`config.mk`:
```
export PLATFORM = sky130hd
export DESIGN_NAME = rr_arbiter8_flat
export DESIGN_NICKNAME = d
export VERILOG_FILES = /design/src/rtl/rr_arbiter8_if.sv /design/src/rtl/rr_arbiter8.sv /design/src/flat_wrapper.sv
export SDC_FILE = /design/constraint.sdc
export NUM_CORES = 1
export LEC_CHECK = 0
export CAP_MARGIN = 20
export CORE_AREA = 4 4 78 80
export DETAILED_ROUTE_END_ITERATION = 7
export DIE_AREA = 0 0 82 84
export DONT_BUFFER_PORTS = 1
export PLACE_DENSITY = 0.65
export REMOVE_ABC_BUFFERS = 1
export SLEW_MARGIN = 20
export SYNTH_ARGS = -nofsm -noshare
export SYNTH_HDL_FRONTEND = slang
export SYNTH_SLANG_ARGS = --single-unit
```
`constraint.sdc`:
```
create_clock -name clk -period 6.3 [get_ports clk]
set_clock_uncertainty 0.2 [all_clocks]
set_input_delay 0 -clock clk [delete_from_list [all_inputs] [get_ports clk]]
set_output_delay 0 -clock clk [all_outputs]
set_load 0.01 [all_outputs]
```
`src/rtl/rr_arbiter8_if.sv`:
```
// Request/grant bundle between the 8 requesters and the round-robin arbiter.
interface rr_arbiter8_if;
  logic [7:0] req;
  logic       done;
  logic [7:0] gnt;
  logic       s2;
  logic       s1;
  logic       s0;
  logic       valid;
  logic       timeout;

  modport master (
    output req, done,
    input  gnt, s2, s1, s0, valid, timeout
  );

  modport slave (
    input  req, done,
    output gnt, s2, s1, s0, valid, timeout
  );
endinterface

```
`src/rtl/rr_arbiter8.sv`:
```
// Round-robin arbiter for one shared 8:1 selector. The owner keeps the bus until
// it finishes, drops its request, or reaches the hold limit.
//
//   state | meaning
//   IDLE  | no owner, gnt=0, scanning requests from ptr
//   BUSY  | owner sel holds the bus, hold_cnt counts its cycles
module rr_arbiter8 #(
  parameter int MAX_HOLD = 16
) (
  input  logic           clk,
  input  logic           rst,
  rr_arbiter8_if.slave   bus
);
  localparam int HW = (MAX_HOLD > 2) ? $clog2(MAX_HOLD) : 1;

  typedef enum logic {IDLE, BUSY} state_t;

  state_t        state, state_nxt;
  logic [7:0]    gnt, gnt_nxt;
  logic [2:0]    sel, sel_nxt;
  logic [2:0]    ptr, ptr_nxt;
  logic [HW-1:0] hold_cnt, hold_nxt;
  logic          timeout, timeout_nxt;

  logic [2:0]    start;
  logic [2:0]    idx;
  logic [2:0]    win;
  logic          found;
  logic          at_limit;
  logic          release_now;

  // Scan downward so the requester closest to start is the last (winning) write.
  always_comb begin
    start = (state == BUSY) ? sel + 3'd1 : ptr;
    found = 1'b0;
    win   = start;
    idx   = start;
    for (int i = 7; i >= 0; i--) begin
      idx = start + 3'(i);
      if (bus.req[idx]) begin
        found = 1'b1;
        win   = idx;
      end
    end
  end

  assign at_limit    = (hold_cnt == HW'(MAX_HOLD - 1));
  assign release_now = bus.done | ~bus.req[sel] | at_limit;

  always_comb begin
    state_nxt   = state;
    gnt_nxt     = gnt;
    sel_nxt     = sel;
    ptr_nxt     = ptr;
    hold_nxt    = hold_cnt;
    timeout_nxt = 1'b0;
    case (state)
      IDLE: begin
        if (found) begin
          state_nxt = BUSY;
          gnt_nxt   = 8'b1 << win;
          sel_nxt   = win;
          hold_nxt  = '0;
        end
      end
      BUSY: begin
        if (!release_now) begin
          hold_nxt = hold_cnt + HW'(1);
        end else begin
          ptr_nxt     = sel + 3'd1;
          timeout_nxt = at_limit & ~bus.done & bus.req[sel];
          hold_nxt    = '0;
          if (found) begin
            gnt_nxt = 8'b1 << win;
            sel_nxt = win;
          end else begin
            state_nxt = IDLE;
            gnt_nxt   = '0;
          end
        end
      end
      default: state_nxt = IDLE;
    endcase
  end

  always_ff @(posedge clk) begin
    if (rst) begin
      state    <= IDLE;
      gnt      <= '0;
      sel      <= '0;
      ptr      <= '0;
      hold_cnt <= '0;
      timeout  <= 1'b0;
    end else begin
      state    <= state_nxt;
      gnt      <= gnt_nxt;
      sel      <= sel_nxt;
      ptr      <= ptr_nxt;
      hold_cnt <= hold_nxt;
      timeout  <= timeout_nxt;
    end
  end

  assign bus.gnt     = gnt;
  assign bus.s2      = sel[2];
  assign bus.s1      = sel[1];
  assign bus.s0      = sel[0];
  assign bus.valid   = |gnt;
  assign bus.timeout = timeout;
endmodule
```
`src/flat_wrapper.sv`:
```
// flat-port wrapper written by rule: the top's interface ports become plain ports
module rr_arbiter8_flat 
#(
  parameter int MAX_HOLD = 16
)
  (clk, rst, bus_req, bus_done, bus_gnt, bus_s2, bus_s1, bus_s0, bus_valid, bus_timeout);
  rr_arbiter8_if bus_i ();
  input  logic clk;
  input  logic rst;
  input wire logic [$bits(bus_i.req)-1:0] bus_req;
  input wire logic [$bits(bus_i.done)-1:0] bus_done;
  output wire logic [$bits(bus_i.gnt)-1:0] bus_gnt;
  output wire logic [$bits(bus_i.s2)-1:0] bus_s2;
  output wire logic [$bits(bus_i.s1)-1:0] bus_s1;
  output wire logic [$bits(bus_i.s0)-1:0] bus_s0;
  output wire logic [$bits(bus_i.valid)-1:0] bus_valid;
  output wire logic [$bits(bus_i.timeout)-1:0] bus_timeout;
  assign bus_i.req = bus_req;
  assign bus_i.done = bus_done;
  assign bus_gnt = bus_i.gnt;
  assign bus_s2 = bus_i.s2;
  assign bus_s1 = bus_i.s1;
  assign bus_s0 = bus_i.s0;
  assign bus_valid = bus_i.valid;
  assign bus_timeout = bus_i.timeout;
  rr_arbiter8 #(.MAX_HOLD(MAX_HOLD)) u_core (.clk(clk), .rst(rst), .bus(bus_i));
endmodule
```
==> results.cfg <==
[synthesis]
postSynthCellCount = 258
ys.flop_type = dfxtp_1
ys_seq_area_frac = 0.189
synth-seq-cells = 20
synth-edff-count = 0
synth_warnings = 0
synth_area_um2 = 2120
async_flop_share = 0
yosysUniqueCellTypes = 74
avgSynthCellArea_um2 = 8.23

[timing]
maxSlewViolCount = 0
rsz0062_at_grt = no
setup_tns_ps = 0
timing.fmax_mhz = 221
worstMarginPinSlew_ps = 652
setup_violations = 0
fin_crit_ps = 4530
hold_viol_final = 0
slew_headroom = 0.565
period_share = 0.719

[clock_network]
h-tree-depth = 1
cts_root_buffer = clkbuf_8
post_cts_buffers = 0
cts-buffers-inserted = 3
clock_path_buffers = 2
clock_latency_ps = 260
numClockSinks = 20
cts.clk_slew.worst_paths_ps = 80
cts_resized = 0
ctsHoldBuffers = 2
cts_tree = done

[setup_path]
crit_buf_inv = 1
start_kind = register
cp-startpoint = u_core.sel[0]
worstPathMaxFanout = 23
path_cells = ha_1, mux2i_4, inv_1, ha_1, mux2_2, or3_1, nand2_1, mux2_2, nand3b_1, or3_1, o211ai_1, o32ai_1
critPathSlowestCell = ha_1
cp_top_family = simple AND/OR/NAND/NOR gates
cp.depth = 12
crit_path_max_incr_delay_ps = 560
reg2reg_from = u_core.sel[0]
r2r_cells = 12
reg2reg_slack_ps = 1770
cp.required_ps = 6230
cp-end-kind = register
crit_type = reg -> reg
r2r_end = u_core.bus.gnt[7]
crit_arrival_ps = 4460

[global_route]
grt_use_total = 0.182
grt_overflow = 0
antenna_found_initial = 0
grt_max_degree = 25
grt_pass1_vias = 2002
grt_pass1_wl_mm = 10.1

[power]
p_switching_w = 0.000483
p_clk_frac = 0.131
p_leak_nw = 0.776
vdd_drop_max_v = 0.000187
power_density_nw_per_um2 = 458
p_int_w = 0.000497
p_comb_frac = 0.670
seqPwrFrac = 0.199
p_sw_frac = 0.493

[final_layout]
final_common_cell = dfxtp_1
antennaDiodeCount = 0
area_growth_pct = 0.648
layout_common_cells = 20 x dfxtp_1, 19 x a21oi_1, 17 x nor2_1
final_nets = 261
fill_cells = 597
final_util = 0.395
drive_above_1_share = 0.118

[place]
gp_congestion = 0.963
portBuffers = 0
dpl.hpwl_mm = 4.48

[status]
status = completed

[drt]
top_layer = met4
drcViolationCount = 0
vias = 2090
drtPass1Iterations = 5
post_drt_via_cell_ratio = 6.57
dr_wl_met2_mm = 2.75
ant_nets = 0
drt_iter0_drc = 139
met3_length_um = 479
wl_met1_mm = 2.50
routedWlPerCell_um = 18.6
wl_mm = 5.92

[hold_path]
hold_path_class = in -> reg
min_from = bus_req[4]
hold_end = u_core.state
holdPathStages = 3

[run]
drv_cap = 0

[die]
dieArea_um2 = 6890
rows = 27
initial_utilization = 0.393
core_um2 = 5410
die_y_um = 84
die_width_um = 82
ios = 24
power by group through the flow:
stage / registers (W) / logic, W / clock network (W)
2_1_floorplan: 0.000189 / 0.000510 / 0
3_3_place_gp: 0.000199 / 0.000638 / 0
3_5_place_dp: 0.000199 / 0.000642 / 0
4_1_cts: 0.000196 / 0.000649 / 0.000132
5_1_grt: 0.000201 / 0.000724 / 0.000139
6_report: 0.000195 / 0.000656 / 0.000128
metrics by stage:
step           total power [W]  worst slack, ps  std cells  hold WS, ps  area [um2]
6_report              0.000980             1770        318         88.8        2140
3_5_place_dp          0.000841             1830        312         -129        2050
5_1_grt                0.00106             1510        318          122        2140
4_1_cts               0.000977             1810        318         75.6        2140
3_3_place_gp          0.000836             1960        312         -131        2050
2_1_floorplan         0.000699             2360        240         -135        1960
worst max path at each step:
stage	end	slack, ps
2_1_floorplan	u_core.bus.gnt[2]	2360
6_report	u_core.bus.gnt[7]	1770
4_1_cts	u_core.bus.gnt[2]	1810
5_1_grt	u_core.bus.gnt[7]	1510
3_3_place_gp	u_core.bus.gnt[7]	1960
3_5_place_dp	u_core.bus.gnt[6]	1830
layer usage:
metal,up-vias,track usage
li1,986,-
met1,986,0.243
met2,99,0.281
met3,19,0.0335
met4,0,0.0785
met5,-,0
synth_stat cells, types with 2 or more instances:
cell	instances	share of area
dfxtp_1	20	0.19
a21oi_1	19	0.045
nor2_1	17	0.030
nand2_1	16	0.028
nand3_1	16	0.038
inv_1	12	0.021
o32ai_1	11	0.045
o21ai_0	10	0.024
mux2i_1	8	0.038
o211ai_1	7	0.025
a211oi_1	6	0.021
mux2_2	6	0.032
and3_1	5	0.015
buf_6	5	0.027
clkbuf_1	5	0.0088
a31oi_1	4	0.012
clkbuf_8	4	0.026
o21a_1	4	0.014
o32a_1	4	0.019
or3_1	4	0.012
a21boi_0	3	0.011
a21o_1	3	0.011
a22oi_1	3	0.011
ha_1	3	0.018
nand2b_1	3	0.0088
o21ai_1	3	0.0071
o22ai_1	3	0.0088
a211o_1	2	0.0083
buf_2	2	0.0047
mux4_1	2	0.025
nand4_1	2	0.0059
nor3_1	2	0.0047
nor4_1	2	0.0059
o211a_1	2	0.0094
layout make-up:
cell class	count	area (um2)	area share
repair buffers	2	20.0	0.00937
clock buffers	3	41.3	0.0193
flip-flops and latches	20	400	0.187
well taps	72	90.1	0.0422
inverters	13	48.8	0.0228
clock inverters	1	30.0	0.0141
multi-input cells	207	1510	0.705
registers in the layout, summed over array words and instances, names as in the netlist:
name	count
u_core.bus.gnt	8
u_core.bus.timeout	1
u_core.hold_cnt	4
u_core.ptr	3
u_core.sel	3
u_core.state	1
logic make-up after synthesis:
logic type,count (synthesis),share of synthesized area
adders and majority gates,3,0.0177
AOI/OAI and AO/OA,104,0.364
xor gates and xnor gates,1,0.00766
muxes,19,0.123
buffers and inverters,31,0.102
and+or+nand+nor,80,0.197
DFF,20,0.189
tightest hold or removal path, cell delays in order:
cell	delay (ps)
mux2_4	180
o32ai_1	150
a31oi_1	180
Power figures use the tool's default switching activity.
